<file path="config.mk">
export PLATFORM = sky130hd
export DESIGN_NAME = pattern_seq_misr
export DESIGN_NICKNAME = d
export VERILOG_FILES = /design/src/rtl/pattern_seq_misr.sv
export SDC_FILE = /design/constraint.sdc
export NUM_CORES = 1
export LEC_CHECK = 0
export BUFFER_PORTS_ARGS = -buffer_cell sky130_fd_sc_hd__buf_2
export CAP_MARGIN = 15
export CORE_UTILIZATION = 40
export DETAILED_ROUTE_END_ITERATION = 8
export GPL_TIMING_DRIVEN = 0
export PLACE_DENSITY = 0.67
export SLEW_MARGIN = 20
export SYNTH_ARGS = -nofsm -noshare
export SYNTH_HDL_FRONTEND = slang
export SYNTH_SLANG_ARGS = --single-unit
export TNS_END_PERCENT = 50
</file>
<file path="constraint.sdc">
create_clock -name clk -period 4.9 [get_ports clk]
set_input_delay 0.98 -clock clk [delete_from_list [all_inputs] [get_ports clk]]
set_output_delay 0.98 -clock clk [all_outputs]
set_load 0.01 [all_outputs]
</file>
<file path="src/rtl/pattern_seq_misr.sv">
// pattern_seq_misr: exhaustive pattern driver and MISR response compactor
// for a gate under test. Pattern k is driven as binary k on pattin, the GUT
// response on pattout is folded into the signature once per pattern, and the
// run ends in DONE with the signature held for comparison against the
// good-machine value.
module pattern_seq_misr #(
    parameter int               PAT_W    = 2,
    parameter int               RSP_W    = 1,
    parameter int               NUM_PATS = 4,
    parameter int               SETTLE   = 1,
    parameter int               SIG_W    = 16,
    parameter logic [SIG_W-1:0] POLY     = 16'h1021,
    parameter logic [SIG_W-1:0] SEED     = {SIG_W{1'b0}}
) (
    input  logic             clk,
    input  logic             rst_n,
    input  logic             start,
    input  logic             abort,
    output logic [PAT_W-1:0] pattin,
    input  logic [RSP_W-1:0] pattout,
    output logic             busy,
    output logic             sample_valid,
    output logic [PAT_W:0]   pat_index,
    output logic             done,
    output logic [SIG_W-1:0] signature
);

    // Settle counter is at least one bit wide even when SETTLE is 0.
    localparam int CNT_W = (SETTLE > 32'sd1) ? $clog2(SETTLE + 32'sd1) : 32'sd1;
    localparam logic [CNT_W-1:0] SETTLE_LOAD =
        CNT_W'((SETTLE > 32'sd0) ? (SETTLE - 32'sd1) : 32'sd0);
    localparam logic [PAT_W:0] LAST_IDX = (PAT_W + 1)'(NUM_PATS - 32'sd1);
    localparam bit HAS_SETTLE = (SETTLE > 32'sd0);

    typedef enum logic [2:0] {
        ST_IDLE    = 3'd0,
        ST_APPLY   = 3'd1,
        ST_SETTLE  = 3'd2,
        ST_CAPTURE = 3'd3,
        ST_DONE    = 3'd4
    } state_t;

    state_t           state_r;
    state_t           state_s;
    state_t           state_nom_s;
    logic [CNT_W-1:0] settle_cnt_r;
    logic [PAT_W:0]   pat_index_r;
    logic [PAT_W-1:0] pattin_r;
    logic [SIG_W-1:0] sig_r;
    logic             busy_r;
    logic             sample_valid_r;
    logic             done_r;
    logic             launch_s;
    logic             apply_s;
    logic             capture_s;

    // One MISR step: shift left, fold MSB back through the taps, xor in the
    // zero-extended response. The feedback uses an AND mask rather than a
    // branch so an unknown MSB stays unknown instead of being masked.
    function automatic logic [SIG_W-1:0] misr_step(
        input logic [SIG_W-1:0] sig,
        input logic [RSP_W-1:0] rsp
    );
        logic [SIG_W-1:0] rsp_ext;
        logic [SIG_W-1:0] fb;
        rsp_ext              = {SIG_W{1'b0}};
        rsp_ext[RSP_W-1:0]   = rsp;
        fb                   = POLY & {SIG_W{sig[SIG_W-1]}};
        return {sig[SIG_W-2:0], 1'b0} ^ fb ^ rsp_ext;
    endfunction

    // Next-state selection and per-cycle action strobes; abort overrides everything.
    always_comb begin
        state_nom_s = state_r;
        state_s     = state_r;
        launch_s    = 1'b0;
        apply_s     = 1'b0;
        capture_s   = 1'b0;
        case (state_r)
            ST_IDLE, ST_DONE: begin
                if (start) begin
                    state_nom_s = ST_APPLY;
                end else begin
                    state_nom_s = state_r;
                end
            end
            ST_APPLY: begin
                if (HAS_SETTLE) begin
                    state_nom_s = ST_SETTLE;
                end else begin
                    state_nom_s = ST_CAPTURE;
                end
            end
            ST_SETTLE: begin
                if (settle_cnt_r == {CNT_W{1'b0}}) begin
                    state_nom_s = ST_CAPTURE;
                end else begin
                    state_nom_s = ST_SETTLE;
                end
            end
            ST_CAPTURE: begin
                if (pat_index_r == LAST_IDX) begin
                    state_nom_s = ST_DONE;
                end else begin
                    state_nom_s = ST_APPLY;
                end
            end
            default: begin
                state_nom_s = ST_IDLE;
            end
        endcase
        if (abort) begin
            state_s = ST_IDLE;
        end else begin
            state_s   = state_nom_s;
            launch_s  = start && ((state_r == ST_IDLE) || (state_r == ST_DONE));
            apply_s   = (state_r == ST_APPLY);
            capture_s = (state_r == ST_CAPTURE);
        end
    end

    // State register and registered status flags derived from the next state.
    always_ff @(posedge clk or negedge rst_n) begin
        if (!rst_n) begin
            state_r        <= ST_IDLE;
            busy_r         <= 1'b0;
            sample_valid_r <= 1'b0;
            done_r         <= 1'b0;
        end else begin
            state_r        <= state_s;
            busy_r         <= (state_s == ST_APPLY) || (state_s == ST_SETTLE) ||
                              (state_s == ST_CAPTURE);
            sample_valid_r <= (state_s == ST_CAPTURE);
            done_r         <= (state_s == ST_DONE);
        end
    end

    // Pattern index, driven pattern and signature; all hold across abort.
    always_ff @(posedge clk or negedge rst_n) begin
        if (!rst_n) begin
            pat_index_r <= {(PAT_W + 1){1'b0}};
            pattin_r    <= {PAT_W{1'b0}};
            sig_r       <= {SIG_W{1'b0}};
        end else begin
            if (launch_s) begin
                pat_index_r <= {(PAT_W + 1){1'b0}};
                sig_r       <= SEED;
            end else if (capture_s) begin
                sig_r <= misr_step(sig_r, pattout);
                if (pat_index_r != LAST_IDX) begin
                    pat_index_r <= pat_index_r + {{PAT_W{1'b0}}, 1'b1};
                end else begin
                    pat_index_r <= pat_index_r;
                end
            end else begin
                sig_r       <= sig_r;
                pat_index_r <= pat_index_r;
            end
            if (apply_s) begin
                pattin_r <= pat_index_r[PAT_W-1:0];
            end else begin
                pattin_r <= pattin_r;
            end
        end
    end

    // Settle down-counter: loaded on entry to SETTLE, leaves at zero.
    always_ff @(posedge clk or negedge rst_n) begin
        if (!rst_n) begin
            settle_cnt_r <= {CNT_W{1'b0}};
        end else if ((state_s == ST_SETTLE) && (state_r != ST_SETTLE)) begin
            settle_cnt_r <= SETTLE_LOAD;
        end else if ((state_r == ST_SETTLE) && (settle_cnt_r != {CNT_W{1'b0}})) begin
            settle_cnt_r <= settle_cnt_r - {{(CNT_W - 1){1'b0}}, 1'b1};
        end else begin
            settle_cnt_r <= settle_cnt_r;
        end
    end

    assign pattin       = pattin_r;
    assign busy         = busy_r;
    assign sample_valid = sample_valid_r;
    assign pat_index    = pat_index_r;
    assign done         = done_r;
    assign signature    = sig_r;

endmodule

</file>
=== After elaboration in Yosys (flattened, before gate mapping) ===
Index checks and enable logic that the tools add are counted.

* Reductions and logical operators: 12
* Muxes and demuxes: 15
* Equal/unequal tests: 11
* Add/subtract/negate cells: 2
* Shift-type cells: 0
* Multiply operators: 0
* Magnitude comparators: 0
* Bitwise gates (word level): 2
* Divide/modulo/power cells: 0

{| class="wikitable"
|+ Operators with widths
! cell !! count
|-
| 2-to-1 mux 16 bit || 2
|-
| 2-to-1 mux 3 bit || 6
|-
| XOR 16 x 1 -> 16 bit || 1
|-
| XOR 16 x 13 -> 16 bit || 1
|-
| == test 3 x 2 -> 1 bit, second input constant || 5
|-
| case mux 3 bit (4 select lines) || 1
|-
| == test 3 x 1 -> 1 bit, second input constant || 2
|-
| == test 3 bit, second input constant || 2
|-
| 2-to-1 mux 1 bit || 6
|-
| inequality test 3 x 2 -> 1 bit, second input constant || 2
|-
| nonzero test 2 bit || 3
|-
| adder 3 x 1 -> 3 bit, second input constant || 1
|-
| logical AND 1 bit || 3
|-
| logical NOT 3 bit || 1
|-
| logical OR 1 bit || 3
|-
| AND reduction 2 bit || 1
|-
| OR reduction 2 bit || 1
|-
| subtractor 1 bit, second input constant || 1
|}

* Memory bits (writable): 0
* Latch bits: 0
* Register bits: 28
* Logic and storage cells: 50
* Memories: 0
* Memory bits (read-only): 0

=== Depth between registers and ports, before layout ===
Gate-level depths: netlist (run 1).

* Word-level depth: 7
* Depth in mapped cells: 7
* Depth with buffers taken out: 7

=== Worst setup path after synthesis (run 1) ===
No wires, ideal clock.

* Kind: input to register
* From: input port start
* To: register pat_index_r[0], in the netlist pat_index[0]
* Stages on the path: 6
* Required time: 4,775 ps
* Setup slack: 2,510 ps
* Data arrival time: 2,265 ps
* Cell sequence: or3b_2 -> clkbuf_2 -> a311o_1 -> clkinv_2 -> nand2_4 -> mux2_4

* Longest elaborated chain between the ends: 4
* Elaborated cells on any way between the ends: 6
* Those cells by class: mux (2); reduce/logical (4)

{| class="wikitable"
|+ RTL lines
! item !! line !! RTL
|-
| from (decl) || 17 || <nowiki>input logic start,</nowiki>
|-
| logical AND 1 bit * || 116 || <nowiki>launch_s = start && ((state_r == ST_IDLE) || (state_r == ST_DONE));</nowiki>
|-
| 2-to-1 mux 1 bit * || 112 || <nowiki>if (abort) begin</nowiki>
|-
| nonzero test 2 bit (no line) || - ||
|-
| AND reduction 2 bit (no line) || - ||
|-
| to (signal assigned) || 141 || <nowiki>pat_index_r <= {(PAT_W + 1){1'b0}};</nowiki>
|-
| to (signal assigned) || 146 || <nowiki>pat_index_r <= {(PAT_W + 1){1'b0}};</nowiki>
|-
| to (signal assigned) || 151 || <nowiki>pat_index_r <= pat_index_r + {{PAT_W{1'b0}}, 1'b1};</nowiki>
|-
| to (decl) || 47 || <nowiki>logic [PAT_W:0] pat_index_r;</nowiki>
|}

Every way passes the cells marked *; elsewhere a longest branch is shown, timed or not.
A chain may end at the register's enable or synchronous reset.

=== Final worst setup path (run 1) ===
* From: register pat_index_r[0], in the netlist pat_index[0]
* To: register pat_index_r[2], in the netlist pat_index[2]

* Longest elaborated chain between the ends: 4
* Elaborated cells on any way between the ends: 7
* Those cells by class: add/sub (1); eq/ne (1); mux (3); reduce/logical (2)

{| class="wikitable"
|+ RTL lines
! item !! line !! RTL
|-
| adder 3 x 1 -> 3 bit || 151 ||
|-
| 2-to-1 mux 3 bit || 150 || <nowiki>if (pat_index_r != LAST_IDX) begin</nowiki>
|-
| 2-to-1 mux 3 bit || 148 || <nowiki>end else if (capture_s) begin</nowiki>
|-
| 2-to-1 mux 3 bit || 145 || <nowiki>if (launch_s) begin</nowiki>
|}

Parallel ways exist; a longest one is shown, timed or not. The select of a mux whose other input is x is not followed.

==> flow_summary.html, run 1 <==
<table>
<tr><th>Metric</th><th>Value</th></tr>
<tr><th colspan="2">Run status</th></tr>
<tr><td>Outcome</td><td>completed</td></tr>
<tr><th colspan="2">Power and ir drop</th></tr>
<tr><td>Pwr/cell area</td><td>404 nW/um^2</td></tr>
<tr><td>Sw Share</td><td>32.8%</td></tr>
<tr><td>Static leakage</td><td>0.726 nW</td></tr>
<tr><td>Share of power burned in registers</td><td>49.6%</td></tr>
<tr><td>Tot Pwr</td><td>0.000599 W</td></tr>
<tr><td>Largest voltage drop on the vdd net</td><td>0.195 mV</td></tr>
<tr><td>Share of total power in the clock network</td><td>18.6%</td></tr>
<tr><td>Switching power</td><td>0.000197 W</td></tr>
<tr><td>Combinational group share of total power</td><td>31.8%</td></tr>
<tr><td>Internal power</td><td>0.000402 W</td></tr>
<tr><th colspan="2">Clocking</th></tr>
<tr><td>Number of buffers inserted to repair setup after CTS</td><td>0</td></tr>
<tr><td>Total CTS buffers</td><td>3</td></tr>
<tr><td>Maximum level of the CTS H-tree</td><td>1</td></tr>
<tr><td>Worst-case clock buffer depth</td><td>2</td></tr>
<tr><td>Post-CTS Hold Buffers</td><td>0</td></tr>
<tr><td>Post-CTS sizing</td><td>0</td></tr>
<tr><td>TritonCTS clock tree</td><td>done</td></tr>
<tr><td>CTS sink cnt</td><td>28</td></tr>
<tr><td>Clock-pin slew on the worst setup and hold paths</td><td>140 ps</td></tr>
<tr><td>Clock latency at the later pin of the worst-skew pair</td><td>330 ps</td></tr>
<tr><td>Buffer cell driving the clock tree root</td><td>sky130_fd_sc_hd__clkbuf_4</td></tr>
<tr><th colspan="2">Die</th></tr>
<tr><td>Overall die width</td><td>58.1 um</td></tr>
<tr><td>Floorplan die height</td><td>58.1 um</td></tr>
<tr><td>Initial standard-cell utilization of the core</td><td>43.7%</td></tr>
<tr><td>I/O Pins</td><td>29</td></tr>
<tr><td>Area of the core</td><td>2880 um^2</td></tr>
<tr><td>Number of standard-cell rows in the floorplan</td><td>19</td></tr>
<tr><td>Die ar.</td><td>3370 um^2</td></tr>
<tr><th colspan="2">Routing</th></tr>
<tr><td>Vias/cell</td><td>4.95</td></tr>
<tr><td>Total length of routed wires</td><td>2.41 mm</td></tr>
<tr><td>Remaining number of nets flagged by the antenna check after routing</td><td>0</td></tr>
<tr><td>Routed length per placed instance</td><td>12.6 um</td></tr>
<tr><td>DRT iter0 DRCs</td><td>20</td></tr>
<tr><td>Vias post-DR</td><td>945</td></tr>
<tr><td>First-pass iteration count of the detailed router</td><td>4</td></tr>
<tr><td>Remaining routing DRC violations</td><td>0</td></tr>
<tr><th colspan="2">Timing</th></tr>
<tr><td>Period Utilization, post-route</td><td>45.8%</td></tr>
<tr><td>Final TNS setup</td><td>0 ps</td></tr>
<tr><td>Final count of pins violating max slew</td><td>0</td></tr>
<tr><td>Setup repair after global routing missed its margin</td><td>false</td></tr>
<tr><td>Clock skew after layout</td><td>3.54 ps</td></tr>
<tr><td>Max_slew headroom</td><td>60.0%</td></tr>
<tr><td>Final min period</td><td>2250 ps</td></tr>
<tr><td>Final Hold Violating Endpoints</td><td>0</td></tr>
<tr><td>Setup-failing EPs final</td><td>0</td></tr>
<tr><td>Worst-Margin Slew</td><td>599 ps</td></tr>
<tr><td>Maximum frequency from static timing analysis</td><td>0.445 GHz</td></tr>
<tr><th colspan="2">Logic synthesis</th></tr>
<tr><td>Syn Inst Count</td><td>118</td></tr>
<tr><td>Top cell type's share of synthesized area</td><td>55.7%</td></tr>
<tr><td>Distinct cell type count after synthesis</td><td>32</td></tr>
<tr><td>Post-synthesis cell area</td><td>1260 um^2</td></tr>
<tr><td>Primary flip-flop cell chosen by synthesis mapping</td><td>sky130_fd_sc_hd__dfrtp_1</td></tr>
<tr><td>Cell types with the largest area share after synthesis</td><td>sky130_fd_sc_hd__dfrtp_1 56%, sky130_fd_sc_hd__nand2_1 9.0%, sky130_fd_sc_hd__o21ai_0 5.2%</td></tr>
<tr><td>Synthesized net count</td><td>125</td></tr>
<tr><td>Number of synthesized register bits</td><td>28</td></tr>
<tr><td>Ranking of synthesized cells by instance count</td><td>30 x sky130_fd_sc_hd__nand2_1, 28 x sky130_fd_sc_hd__dfrtp_1, 13 x sky130_fd_sc_hd__o21ai_0</td></tr>
<tr><td>Yosys synthesis warning count</td><td>0</td></tr>
<tr><td>Average cell area after synthesis</td><td>10.7 um^2</td></tr>
<tr><td>Share of the yosys chip area belonging to registers</td><td>55.7%</td></tr>
<tr><td>Area leader, netlist</td><td>sky130_fd_sc_hd__dfrtp_1</td></tr>
<tr><td>Number of synthesized flops with an enable pin</td><td>0</td></tr>
<tr><td>Share of synthesized registers carrying an async set or reset</td><td>100%</td></tr>
<tr><td>Cell with the most instances after synthesis</td><td>sky130_fd_sc_hd__nand2_1</td></tr>
<tr><th colspan="2">Critical path</th></tr>
<tr><td>Element type at the critical path start</td><td>flip-flop</td></tr>
<tr><td>Kind of critical path</td><td>flip-flop to flip-flop</td></tr>
<tr><td>Most frequent cell on the critical path</td><td>sky130_fd_sc_hd__ha_1</td></tr>
<tr><td>Slowest cell on crit path</td><td>sky130_fd_sc_hd__or4bb_1</td></tr>
<tr><td>Crit path DAT</td><td>2470 ps</td></tr>
<tr><td>Sort of element at the end of the critical path</td><td>flip-flop</td></tr>
<tr><td>Dominant delay contributor by cell family on the critical path</td><td>simple AND/OR/NAND/NOR gates</td></tr>
<tr><td>Cell breakdown of the critical path</td><td>ha_1 &gt; ha_1 &gt; or4bb_1 &gt; a311o_1 &gt; clkinv_2 &gt; nand2_4 &gt; mux2_4</td></tr>
<tr><td>Required time at the endpoint of the critical path</td><td>5130 ps</td></tr>
<tr><td>Max incr delay on CP</td><td>490 ps</td></tr>
<tr><td>Maximum fanout along the worst path</td><td>5</td></tr>
<tr><td>Total buffers and inverters traversed by the critical path</td><td>1</td></tr>
<tr><th colspan="2">Placement</th></tr>
<tr><td>Number of buffers added on ports</td><td>27</td></tr>
<tr><td>HPWL after DPL</td><td>1.72 mm</td></tr>
<tr><td>Final estimated routing congestion in global placement</td><td>0.728</td></tr>
<tr><th colspan="2">Job</th></tr>
<tr><td>Max-cap check violation count</td><td>0</td></tr>
<tr><th colspan="2">Global route</th></tr>
<tr><td>Aggregate global routing overflow</td><td>0</td></tr>
<tr><td>Via count of the first global-routing pass</td><td>840</td></tr>
<tr><td>Antenna violations before repair</td><td>0</td></tr>
<tr><td>Global-route wire length before repair</td><td>4.02 mm</td></tr>
<tr><td>Overall Global Routing Usage</td><td>15.8%</td></tr>
<tr><td>Largest net degree at the start of global routing</td><td>29</td></tr>
<tr><th colspan="2">Final layout</th></tr>
<tr><td>Area growth from synthesis to layout</td><td>17.8%</td></tr>
<tr><td>Net count reported at finish</td><td>157</td></tr>
<tr><td>Antenna diode instance count</td><td>0</td></tr>
<tr><td>Share of layout cells above drive strength 1</td><td>30.2%</td></tr>
<tr><th colspan="2">Min path</th></tr>
<tr><td>Worst min path class</td><td>flip-flop to flip-flop</td></tr>
</table>
## cells in the final DEF (no fill, tap or decap), drive strengths merged, types with 2 or more instances in the layout
| cell | synthesis | layout |
|---|---|---|
| nand2 | 31 | 31 |
| buf | 3 | 30 |
| dfrtp | 28 | 28 |
| o21ai | 13 | 13 |
| clkbuf | 5 | 9 |
| xnor2 | 4 | 4 |
| nor2 | 4 | 4 |
| mux2 | 4 | 4 |
| o21a | 2 | 2 |
| a21oi | 2 | 2 |
| inv | 2 | 2 |
| o41ai | 2 | 2 |
| ha | 2 | 2 |
| or4b | 2 | 2 |
## flip-flops by register name, summed over array words and instances (netlist names)
register / count
signature: 16
busy: 1
state_r: 3
pat_index: 3
settle_cnt_r: 1
sample_valid: 1
done: 1
pattin: 2
## power by group through the flow
stage          combinational [W]  sequential (W)  clock [W]
2_1_floorplan           0.000112        0.000316          0
3_3_place_gp            0.000190        0.000299          0
3_5_place_dp            0.000194        0.000302          0
4_1_cts                 0.000193        0.000298   0.000115
5_1_grt                 0.000214        0.000302   0.000126
6_report                0.000191        0.000297   0.000112
## cells by family after synthesis
group	after synthesis	share of synthesized area [%]
AO/OA/AOI/OAI	23	11.3
XOR/XNOR	4	2.79
adder cells (fa/ha/maj)	2	1.99
buffers and inverters	11	5.27
flip-flops	28	55.7
multiplexers	5	4.98
AND/OR/NAND/NOR	45	17.9
## worst paths after layout
kind	startpoint	end	slack, ps	depth (start not counted)
max reg2reg	pat_index[0]$_DFFE_PN0P_	pat_index[2]$_DFFE_PN0P_	2650	7
min reg2reg	settle_cnt_r$_DFFE_PN0P_	settle_cnt_r$_DFFE_PN0P_	520	1
max	pat_index[0]$_DFFE_PN0P_	pat_index[2]$_DFFE_PN0P_	2650	7
max in group asynchronous	rst_n	pat_index[2]$_DFFE_PN0P_	3880	1
min	settle_cnt_r$_DFFE_PN0P_	settle_cnt_r$_DFFE_PN0P_	520	1
min in group asynchronous	rst_n	signature[10]$_DFFE_PN0P_	630	1
## worst register-to-register path: cells and delay by family, from the launching register on
family,cells,cell delay [ps]
simple gates,2,550
mux,1,290
compound gates,1,370
flops,1,450
buf+inv,1,90
fa+ha+maj,2,400
## final cells by class
class / instances / area (um^2)
multi-input cells: 79 / 490
clock buffers: 4 / 36.3
flip-flops and latches: 28 / 701
plain buffers: 8 / 53.8
well taps: 42 / 52.6
fillers: 286 / 1400
repair buffers: 27 / 135
inverters: 3 / 12.5
## stage by stage
step	cells	hold slack [ps]	area [um^2]	worst slack [ps]	util, %
after floorplan	118	450	1260	2510	-
after global placement	187	469	1450	2310	50.2
after detailed placement	187	479	1450	2300	50.2
after CTS	191	512	1480	2640	51.5
after global routing	191	532	1480	2550	51.5
final	191	518	1480	2650	51.5
## metal layers
| layer | vias up | GRT usage, % | part of all wire, % |
|---|---|---|---|
| li1 | 460 | - | - |
| met1 | 463 | 21.8 | 48 |
| met2 | 17 | 24.6 | 47 |
| met3 | 5 | 2.01 | 3.2 |
| met4 | 0 | 8.16 | 1.9 |
| met5 | - | 0 | 0 |
Note: power is estimated with default switching activity, not from simulation.
==> inputs of run 2 (changes only) <==
PLACE_DENSITY = 0.7   (was 0.67)
clock period = 1.9 ns   (was 4.9 ns; I/O delays follow)
==> run 2 against run 1 <==
  * The run now ends with setup timing left
  * Die area did not move
  * Routed wire length rose by 12%
  * Highest routed layer unchanged
  * Sequential power rose to 2.6 times the previous value
  * Global-route usage rose by 1.5 points
  * Critical path type unchanged
  * Fmax rose by 3.6%
  * Largest cell class unchanged
  * First-iteration DRC count did not move
==> flow_summary.html, run 2 (synthesized netlist as in run 1, its figures left out) <==
<table>
<tr><th>Metric</th><th>Value</th></tr>
<tr><th colspan="2">Run status</th></tr>
<tr><td>Outcome</td><td>complete, but fails checks (was completed)</td></tr>
<tr><td>Failing checks</td><td>setup timing</td></tr>
<tr><th colspan="2">Clocking</th></tr>
<tr><td>Buffer cell driving the clock tree root</td><td>sky130_fd_sc_hd__clkbuf_4 (unchanged)</td></tr>
<tr><td>Worst-case clock buffer depth</td><td>2 (unchanged)</td></tr>
<tr><td>Clock-pin slew on the worst setup and hold paths</td><td>150 ps (was 140 ps)</td></tr>
<tr><td>Total CTS buffers</td><td>3 (unchanged)</td></tr>
<tr><td>Clock latency at the later pin of the worst-skew pair</td><td>320 ps (was 330 ps)</td></tr>
<tr><td>Post-CTS Hold Buffers</td><td>0 (unchanged)</td></tr>
<tr><td>TritonCTS clock tree</td><td>done (unchanged)</td></tr>
<tr><td>Maximum level of the CTS H-tree</td><td>1 (unchanged)</td></tr>
<tr><td>CTS sink cnt</td><td>28 (unchanged)</td></tr>
<tr><th colspan="2">Critical path</th></tr>
<tr><td>Required time at the endpoint of the critical path</td><td>2130 ps (was 5130 ps)</td></tr>
<tr><td>Crit path DAT</td><td>2400 ps (was 2470 ps)</td></tr>
<tr><td>Sort of element at the end of the critical path</td><td>flip-flop (unchanged)</td></tr>
<tr><td>Maximum fanout along the worst path</td><td>3 (was 5)</td></tr>
<tr><td>Worst-case register-to-register setup slack</td><td>-270 ps (was 2650 ps)</td></tr>
<tr><td>Element type at the critical path start</td><td>flip-flop (unchanged)</td></tr>
<tr><td>Kind of critical path</td><td>flip-flop to flip-flop (unchanged)</td></tr>
<tr><th colspan="2">Routing</th></tr>
<tr><td>First-pass iteration count of the detailed router</td><td>4 (unchanged)</td></tr>
<tr><td>Wire length on met1</td><td>1.21 mm (was 1.14 mm)</td></tr>
<tr><td>Wire length on met3</td><td>70 um (was 76 um)</td></tr>
<tr><td>Remaining number of nets flagged by the antenna check after routing</td><td>0 (unchanged)</td></tr>
<tr><td>Vias/cell</td><td>5.00 (was 4.95)</td></tr>
<tr><td>DRT iter0 DRCs</td><td>20 (unchanged)</td></tr>
<tr><td>Highest metal layer with signal wires</td><td>met4 (unchanged)</td></tr>
<tr><td>Total length of routed wires</td><td>2.70 mm (was 2.41 mm)</td></tr>
<tr><td>Total length of routed met2 wires</td><td>1.40 mm (was 1.14 mm)</td></tr>
<tr><td>Remaining routing DRC violations</td><td>0 (unchanged)</td></tr>
<tr><td>Routed length per placed instance</td><td>13.7 um (was 12.6 um)</td></tr>
<tr><td>Vias post-DR</td><td>985 (was 945)</td></tr>
<tr><th colspan="2">Global route</th></tr>
<tr><td>Global-route wire length before repair</td><td>4.39 mm (was 4.02 mm)</td></tr>
<tr><td>Aggregate global routing overflow</td><td>0 (unchanged)</td></tr>
<tr><td>Via count of the first global-routing pass</td><td>923 (was 840)</td></tr>
<tr><td>Antenna violations before repair</td><td>0 (unchanged)</td></tr>
<tr><td>Largest net degree at the start of global routing</td><td>29 (unchanged)</td></tr>
<tr><td>Overall Global Routing Usage</td><td>17.3% (was 15.8%)</td></tr>
<tr><th colspan="2">Final layout</th></tr>
<tr><td>Highest-count cells in the layout ignoring fill and taps</td><td>30 x sky130_fd_sc_hd__nand2_1, 28 x sky130_fd_sc_hd__dfrtp_1, 27 x sky130_fd_sc_hd__buf_2 (unchanged)</td></tr>
<tr><td>Most common cell after layout, fill and taps aside</td><td>sky130_fd_sc_hd__nand2_1 (unchanged)</td></tr>
<tr><td>Area growth from synthesis to layout</td><td>23.7% (was 17.8%)</td></tr>
<tr><td>Antenna diode instance count</td><td>0 (unchanged)</td></tr>
<tr><td>Final cell count without fillers</td><td>197 (was 191)</td></tr>
<tr><td>Flip-flop count of the largest register after layout</td><td>16 (unchanged)</td></tr>
<tr><td>Final instance area</td><td>1560 um^2 (was 1480 um^2)</td></tr>
<tr><td>Count of fill cells added during filler insertion</td><td>250 (was 286)</td></tr>
<tr><td>Share of layout cells above drive strength 1</td><td>36.1% (was 30.2%)</td></tr>
<tr><td>Net count reported at finish</td><td>163 (was 157)</td></tr>
<tr><th colspan="2">Power and ir drop</th></tr>
<tr><td>Static leakage</td><td>0.763 nW (was 0.726 nW)</td></tr>
<tr><td>Largest voltage drop on the vdd net</td><td>0.568 mV (was 0.195 mV)</td></tr>
<tr><td>Tot Pwr</td><td>0.00166 W (was 0.000599 W)</td></tr>
<tr><td>Pwr/cell area</td><td>1070 nW/um^2 (was 404 nW/um^2)</td></tr>
<tr><th colspan="2">Placement</th></tr>
<tr><td>Final estimated routing congestion in global placement</td><td>0.719 (was 0.728)</td></tr>
<tr><td>Worst slack, placed</td><td>-320 ps (was 2300 ps)</td></tr>
<tr><td>Post-place instance area</td><td>1450 um^2 (about the same)</td></tr>
<tr><td>HPWL after DPL</td><td>1.84 mm (was 1.72 mm)</td></tr>
<tr><td>Post-Place Cells</td><td>187 (unchanged)</td></tr>
<tr><td>Number of buffers added on ports</td><td>27 (unchanged)</td></tr>
<tr><th colspan="2">Die</th></tr>
<tr><td>Area of the core</td><td>2880 um^2 (unchanged)</td></tr>
<tr><td>Floorplan die height</td><td>58.1 um (unchanged)</td></tr>
<tr><td>Overall die width</td><td>58.1 um (unchanged)</td></tr>
<tr><td>Initial standard-cell utilization of the core</td><td>43.7% (unchanged)</td></tr>
<tr><td>Die ar.</td><td>3370 um^2 (unchanged)</td></tr>
<tr><td>Number of standard-cell rows in the floorplan</td><td>19 (unchanged)</td></tr>
<tr><td>I/O Pins</td><td>29 (unchanged)</td></tr>
<tr><th colspan="2">Timing</th></tr>
<tr><td>Final TNS setup</td><td>-810 ps (was 0 ps)</td></tr>
<tr><td>Clock skew after layout</td><td>3.65 ps (was 3.54 ps)</td></tr>
<tr><td>Setup-failing EPs final</td><td>4 (was 0)</td></tr>
<tr><td>Period Utilization, post-route</td><td>114% (was 45.8%)</td></tr>
<tr><td>Max_slew headroom</td><td>59.8% (was 60.0%)</td></tr>
<tr><td>Worst-case setup margin in the final layout</td><td>-269 ps (was 2650 ps)</td></tr>
<tr><td>Setup repair after global routing missed its margin</td><td>true (was false)</td></tr>
<tr><td>Final min period</td><td>2170 ps (was 2250 ps)</td></tr>
<tr><td>Maximum frequency from static timing analysis</td><td>0.461 GHz (was 0.445 GHz)</td></tr>
<tr><td>Final count of pins violating max slew</td><td>0 (unchanged)</td></tr>
<tr><td>Final Hold Violating Endpoints</td><td>0 (unchanged)</td></tr>
<tr><td>Worst-Margin Slew</td><td>603 ps (was 599 ps)</td></tr>
<tr><th colspan="2">Min path</th></tr>
<tr><td>Worst min path class</td><td>input pin to asynchronous set/reset pin (was flip-flop to flip-flop)</td></tr>
<tr><th colspan="2">Job</th></tr>
<tr><td>Max-cap check violation count</td><td>0 (unchanged)</td></tr>
</table>
==> run 2: path summary, 6_finish.rpt <==
check                                         start                  endpoint  cells after the start
max reg2reg                pat_index[1]$_DFFE_PN0P_  pat_index[0]$_DFFE_PN0P_                      7
min in group clk                              abort      state_r[2]$_DFF_PN0_                      2
max                        pat_index[1]$_DFFE_PN0P_  pat_index[0]$_DFFE_PN0P_                      7
min reg2reg                settle_cnt_r$_DFFE_PN0P_  settle_cnt_r$_DFFE_PN0P_                      1
max in group asynchronous                     rst_n      state_r[1]$_DFF_PN0_                      1
min                                           rst_n  signature[9]$_DFFE_PN0P_                      1
==> run 2: metal layers <==
| layer | up-vias | global-route usage [%] |
|---|---|---|
| met3 | 2 | 2.01 |
| met4 | 0 | 7.14 |
| met1 | 493 | 23.0 |
| met2 | 12 | 28.9 |
| li1 | 478 | - |
| met5 | - | 0 |
==> run 2: timing repair <==
action,in CTS,in global routing
endpoints found under the hold margin,0,0
pin swaps,2,0
setup buffers,3,3
gates cloned,0,0
endpoints found under the setup margin,3,16
resized for setup,1,7
==> run 2: critical path, cell delays in order (launching register included) <==
cell                       delay, ps
sky130_fd_sc_hd__dfrtp_1         450
sky130_fd_sc_hd__ha_4            180
sky130_fd_sc_hd__ha_4            150
sky130_fd_sc_hd__or4bb_1         470
sky130_fd_sc_hd__a311o_1         360
sky130_fd_sc_hd__clkinv_2         90
sky130_fd_sc_hd__nand2_4          60
sky130_fd_sc_hd__mux2_4          300
==> run 2: layout make-up <==
class                      count  area, um^2  share of cell area [%]
inverter                       3        12.5                   0.805
tap                           42        52.6                    3.38
clock buffer                   4        36.3                    2.33
timing repair buffer          33         180                    11.6
sequential                    28         701                    45.1
buffer                         8        57.6                    3.70
multi-input combinational     79         515                    33.1
==> run 2: power by group <==
part           switching (W)  internal [W]  leakage, nW
Clock               0.000173      0.000117       0.0210
Sequential         0.0000734      0.000694        0.381
Combinational       0.000305      0.000301        0.361
==> run 2: through the flow <==
step	utilization (%)	hold WS, ps
4_1_cts	52.8	54.3
6_report	54.1	32.5
3_3_place_gp	50.4	420
2_1_floorplan	-	84.4
3_5_place_dp	50.4	426
5_1_grt	54.1	70.3
==> inputs of run 3 (changes only) <==
ABC_AREA = 1   (was unset)
==> run 3 against run 2 <==
  * The run ends with DRC left
  * Critical path depth fell by 2
  * Final cell count increased by 2.5%
  * Fmax grew 52%
  * Clock power down 4%
  * Register-to-register slack improved by 750 ps
  * Highest routed layer unchanged
  * Largest cell class unchanged
  * Synthesized cell count up 18%
  * Total power is 38% lower
  * Die area shrank 0.48%
  * Non-clock buffer count decreased by 9
  * Global-route usage down 1.5 points
  * Worst setup slack gained 750 ps
==> flow_summary.html, run 3 <==
<table>
<tr><th>Metric</th><th>Value</th></tr>
<tr><th colspan="2">Power and ir drop</th></tr>
<tr><td>Static leakage</td><td>0.800 nW (was 0.763 nW)</td></tr>
<tr><td>Share of total power in the clock network</td><td>26.9% (was 17.5%)</td></tr>
<tr><td>Share of power burned in registers</td><td>60.8% (was 46.1%)</td></tr>
<tr><td>Pwr/cell area</td><td>708 nW/um^2 (was 1070 nW/um^2)</td></tr>
<tr><td>Sw Share</td><td>25.5% (was 33.2%)</td></tr>
<tr><td>Largest voltage drop on the vdd net</td><td>0.382 mV (was 0.568 mV)</td></tr>
<tr><td>Internal power</td><td>0.000774 W (was 0.00111 W)</td></tr>
<tr><td>Switching power</td><td>0.000264 W (was 0.000552 W)</td></tr>
<tr><td>Combinational group share of total power</td><td>12.3% (was 36.4%)</td></tr>
<tr><th colspan="2">Routing</th></tr>
<tr><td>DRT iter0 DRCs</td><td>41 (was 20)</td></tr>
<tr><td>Vias post-DR</td><td>1004 (was 985)</td></tr>
<tr><td>Routed length per placed instance</td><td>11.5 um (was 13.7 um)</td></tr>
<tr><td>Remaining routing DRC violations</td><td>2 (was 0)</td></tr>
<tr><td>Total length of routed wires</td><td>2.32 mm (was 2.70 mm)</td></tr>
<tr><td>Remaining number of nets flagged by the antenna check after routing</td><td>0 (unchanged)</td></tr>
<tr><td>First-pass iteration count of the detailed router</td><td>6 (was 4)</td></tr>
<tr><td>Vias/cell</td><td>4.97 (was 5.00)</td></tr>
<tr><th colspan="2">Logic synthesis</th></tr>
<tr><td>Average cell area after synthesis</td><td>9.00 um^2 (was 10.7 um^2)</td></tr>
<tr><td>Share of synthesized registers carrying an async set or reset</td><td>100% (unchanged)</td></tr>
<tr><td>Synthesized net count</td><td>146 (was 125)</td></tr>
<tr><td>Ranking of synthesized cells by instance count</td><td>28 x sky130_fd_sc_hd__dfrtp_1, 28 x sky130_fd_sc_hd__inv_1, 20 x sky130_fd_sc_hd__nand2_1, 20 x sky130_fd_sc_hd__nand3_1, 15 x sky130_fd_sc_hd__o21ai_0 (was 30 x sky130_fd_sc_hd__nand2_1, 28 x sky130_fd_sc_hd__dfrtp_1, 13 x sky130_fd_sc_hd__o21ai_0)</td></tr>
<tr><td>Primary flip-flop cell chosen by synthesis mapping</td><td>sky130_fd_sc_hd__dfrtp_1 (unchanged)</td></tr>
<tr><td>Distinct cell type count after synthesis</td><td>18 (was 32)</td></tr>
<tr><td>Syn Inst Count</td><td>139 (was 118)</td></tr>
<tr><td>Area leader, netlist</td><td>sky130_fd_sc_hd__dfrtp_1 (unchanged)</td></tr>
<tr><td>Share of the yosys chip area belonging to registers</td><td>56.0% (was 55.7%)</td></tr>
<tr><td>Number of synthesized flops with an enable pin</td><td>0 (unchanged)</td></tr>
<tr><td>Number of synthesized register bits</td><td>28 (unchanged)</td></tr>
<tr><td>Post-synthesis cell area</td><td>1250 um^2 (was 1260 um^2)</td></tr>
<tr><td>Top cell type's share of synthesized area</td><td>56.0% (was 55.7%)</td></tr>
<tr><td>Cell types with the largest area share after synthesis</td><td>sky130_fd_sc_hd__dfrtp_1 56%, sky130_fd_sc_hd__inv_1 8.4%, sky130_fd_sc_hd__nand3_1 8.0% (was sky130_fd_sc_hd__dfrtp_1 56%, sky130_fd_sc_hd__nand2_1 9.0%, sky130_fd_sc_hd__o21ai_0 5.2%)</td></tr>
<tr><td>Yosys synthesis warning count</td><td>0 (unchanged)</td></tr>
<tr><th colspan="2">Die</th></tr>
<tr><td>Overall die width</td><td>57.9 um (was 58.1 um)</td></tr>
<tr><td>I/O Pins</td><td>29 (unchanged)</td></tr>
<tr><td>Initial standard-cell utilization of the core</td><td>43.9% (was 43.7%)</td></tr>
<tr><td>Floorplan die height</td><td>57.9 um (was 58.1 um)</td></tr>
<tr><td>Area of the core</td><td>2850 um^2 (was 2880 um^2)</td></tr>
<tr><td>Die ar.</td><td>3360 um^2 (was 3370 um^2)</td></tr>
<tr><td>Number of standard-cell rows in the floorplan</td><td>19 (unchanged)</td></tr>
<tr><th colspan="2">Critical path</th></tr>
<tr><td>Kind of critical path</td><td>flip-flop to flip-flop (unchanged)</td></tr>
<tr><td>Worst-case register-to-register setup slack</td><td>480 ps (was -270 ps)</td></tr>
<tr><td>Maximum fanout along the worst path</td><td>10 (was 3)</td></tr>
<tr><td>Element type at the critical path start</td><td>flip-flop (unchanged)</td></tr>
<tr><td>Max incr delay on CP</td><td>470 ps (about the same)</td></tr>
<tr><td>R2R Path End</td><td>signature[11]$_DFFE_PN0P_ (was pat_index[0]$_DFFE_PN0P_)</td></tr>
<tr><td>Required time at the endpoint of the critical path</td><td>2120 ps (was 2130 ps)</td></tr>
<tr><td>Total buffers and inverters traversed by the critical path</td><td>1 (unchanged)</td></tr>
<tr><td>Dominant delay contributor by cell family on the critical path</td><td>flip-flops (was simple AND/OR/NAND/NOR gates)</td></tr>
<tr><td>Sort of element at the end of the critical path</td><td>flip-flop (unchanged)</td></tr>
<tr><td>Slowest cell on crit path</td><td>sky130_fd_sc_hd__dfrtp_1 (was sky130_fd_sc_hd__or4bb_1)</td></tr>
<tr><td>FF-to-FF path depth</td><td>5 (was 7)</td></tr>
<tr><td>Worst flop-to-flop path startpoint</td><td>state_r[0]$_DFF_PN0_ (was pat_index[1]$_DFFE_PN0P_)</td></tr>
<tr><td>Cell breakdown of the critical path</td><td>nor2_1 &gt; nand3_2 &gt; o21ai_2 &gt; buf_2 &gt; o21ai_0 (was ha_4 &gt; ha_4 &gt; or4bb_1 &gt; a311o_1 &gt; clkinv_2 &gt; nand2_4 &gt; mux2_4)</td></tr>
<tr><td>Crit path DAT</td><td>1640 ps (was 2400 ps)</td></tr>
<tr><th colspan="2">Clocking</th></tr>
<tr><td>Clock-pin slew on the worst setup and hold paths</td><td>140 ps (was 150 ps)</td></tr>
<tr><td>Number of buffers inserted to repair setup after CTS</td><td>0 (was 3)</td></tr>
<tr><td>Post-CTS Hold Buffers</td><td>0 (unchanged)</td></tr>
<tr><td>TritonCTS clock tree</td><td>done (unchanged)</td></tr>
<tr><td>Maximum level of the CTS H-tree</td><td>1 (unchanged)</td></tr>
<tr><td>Worst-case clock buffer depth</td><td>2 (unchanged)</td></tr>
<tr><td>Total CTS buffers</td><td>3 (unchanged)</td></tr>
<tr><td>Clock latency at the later pin of the worst-skew pair</td><td>320 ps (about the same)</td></tr>
<tr><td>CTS sink cnt</td><td>28 (unchanged)</td></tr>
<tr><td>Buffer cell driving the clock tree root</td><td>sky130_fd_sc_hd__clkbuf_4 (unchanged)</td></tr>
<tr><td>Post-CTS sizing</td><td>0 (was 1)</td></tr>
<tr><th colspan="2">Global route</th></tr>
<tr><td>Overall Global Routing Usage</td><td>15.9% (was 17.3%)</td></tr>
<tr><td>Aggregate global routing overflow</td><td>0 (unchanged)</td></tr>
<tr><td>Antenna violations before repair</td><td>0 (unchanged)</td></tr>
<tr><td>Largest net degree at the start of global routing</td><td>29 (unchanged)</td></tr>
<tr><td>Via count of the first global-routing pass</td><td>938 (was 923)</td></tr>
<tr><td>Global-route wire length before repair</td><td>4.11 mm (was 4.39 mm)</td></tr>
<tr><th colspan="2">Run status</th></tr>
<tr><td>Outcome</td><td>complete, but fails checks (unchanged)</td></tr>
<tr><td>Failing checks</td><td>DRC (was setup timing)</td></tr>
<tr><th colspan="2">Placement</th></tr>
<tr><td>Post-Place Cells</td><td>198 (was 187)</td></tr>
<tr><td>Final estimated routing congestion in global placement</td><td>0.809 (was 0.719)</td></tr>
<tr><td>Number of buffers added on ports</td><td>28 (was 27)</td></tr>
<tr><td>Post-place instance area</td><td>1430 um^2 (was 1450 um^2)</td></tr>
<tr><td>HPWL after DPL</td><td>1.72 mm (was 1.84 mm)</td></tr>
<tr><th colspan="2">Final layout</th></tr>
<tr><td>Count of fill cells added during filler insertion</td><td>287 (was 250)</td></tr>
<tr><td>Final cell count without fillers</td><td>202 (was 197)</td></tr>
<tr><td>Share of layout cells above drive strength 1</td><td>24.0% (was 36.1%)</td></tr>
<tr><td>Area growth from synthesis to layout</td><td>17.2% (was 23.7%)</td></tr>
<tr><td>Net count reported at finish</td><td>179 (was 163)</td></tr>
<tr><td>Flip-flop count of the largest register after layout</td><td>16 (unchanged)</td></tr>
<tr><td>Final core utilization</td><td>51.4% (was 54.1%)</td></tr>
<tr><td>Antenna diode instance count</td><td>0 (unchanged)</td></tr>
<tr><td>Final instance area</td><td>1470 um^2 (was 1560 um^2)</td></tr>
<tr><td>Highest-count cells in the layout ignoring fill and taps</td><td>29 x sky130_fd_sc_hd__buf_2, 28 x sky130_fd_sc_hd__inv_1, 28 x sky130_fd_sc_hd__dfrtp_1 (was 30 x sky130_fd_sc_hd__nand2_1, 28 x sky130_fd_sc_hd__dfrtp_1, 27 x sky130_fd_sc_hd__buf_2)</td></tr>
<tr><td>Most common cell after layout, fill and taps aside</td><td>sky130_fd_sc_hd__buf_2 (was sky130_fd_sc_hd__nand2_1)</td></tr>
<tr><th colspan="2">Timing</th></tr>
<tr><td>Final TNS setup</td><td>0 ps (was -810 ps)</td></tr>
<tr><td>Setup repair after global routing missed its margin</td><td>false (was true)</td></tr>
<tr><td>Clock skew after layout</td><td>3.24 ps (was 3.65 ps)</td></tr>
<tr><td>Final Hold Violating Endpoints</td><td>0 (unchanged)</td></tr>
<tr><td>Final min period</td><td>1420 ps (was 2170 ps)</td></tr>
<tr><td>Worst-Margin Slew</td><td>604 ps (was 603 ps)</td></tr>
<tr><td>Period Utilization, post-route</td><td>74.9% (was 114%)</td></tr>
<tr><td>Worst hold margin</td><td>46.5 ps (was 32.5 ps)</td></tr>
<tr><td>Maximum frequency from static timing analysis</td><td>0.703 GHz (was 0.461 GHz)</td></tr>
<tr><td>Setup-failing EPs final</td><td>0 (was 4)</td></tr>
<tr><td>Final count of pins violating max slew</td><td>0 (unchanged)</td></tr>
<tr><td>Max_slew headroom</td><td>59.7% (was 59.8%)</td></tr>
<tr><th colspan="2">Job</th></tr>
<tr><td>Max-cap check violation count</td><td>0 (unchanged)</td></tr>
<tr><th colspan="2">Min path</th></tr>
<tr><td>Worst min path class</td><td>input pin to asynchronous set/reset pin (unchanged)</td></tr>
</table>
run 3: layout make-up:
| type | count | area [um^2] | area share (%) |
|---|---|---|---|
| inverter | 29 | 109 | 7.42 |
| multi-input combinational | 78 | 410 | 28.0 |
| tap | 31 | 38.8 | 2.65 |
| sequential | 28 | 701 | 47.8 |
| clock buffer | 4 | 36.3 | 2.47 |
| buffer | 4 | 31.3 | 2.13 |
| timing repair buffer | 28 | 140 | 9.56 |
run 3: power by group through the flow:
stage	Combinational, W	Sequential (W)	Clock [W]
floorplan	0.0000711	0.000649	0
global placement	0.000125	0.000642	0
detailed placement	0.000130	0.000643	0
CTS	0.000131	0.000632	0.000292
global route	0.000147	0.000635	0.000311
finish	0.000128	0.000631	0.000279
run 3: cell families after synthesis:
family          count (synthesis)  synth area share (%)
compound gates                 21                  8.70
xor+xnor                        3                  2.10
fa+ha+maj                       2                  2.00
flops                          28                  56.0
simple gates                   52                  20.0
buf+inv                        33                  11.2
run 3: per-stage QoR:
step | setup WS [ps] | power, W
after floorplan | 606 | 0.000720
final | 477 | 0.00104
after CTS | 456 | 0.00105
after global placement | 552 | 0.000766
after global routing | 274 | 0.00109
after detailed placement | 471 | 0.000773
run 3: how the worst max path moves through the flow:
| stage | from | end | slack [ps] | cells past startpoint |
|---|---|---|---|---|
| finish | state_r[0]$_DFF_PN0_ | signature[11]$_DFFE_PN0P_ | 480 | 5 |
| global route | state_r[0]$_DFF_PN0_ | signature[11]$_DFFE_PN0P_ | 270 | 5 |
| CTS | state_r[0]$_DFF_PN0_ | signature[7]$_DFFE_PN0P_ | 460 | 5 |
| detailed placement | state_r[0]$_DFF_PN0_ | signature[9]$_DFFE_PN0P_ | 470 | 5 |
| global placement | state_r[0]$_DFF_PN0_ | signature[7]$_DFFE_PN0P_ | 550 | 6 |
| floorplan | pat_index[0]$_DFFE_PN0P_ | pat_index[0]$_DFFE_PN0P_ | 610 | 8 |
run 3: per-layer routing:
metal  GRT usage (%)  share of wire [%]
met1            20.8                 46
met2            26.1                 48
met3            5.13                5.9
met4            3.06               0.56
met5               0                  0
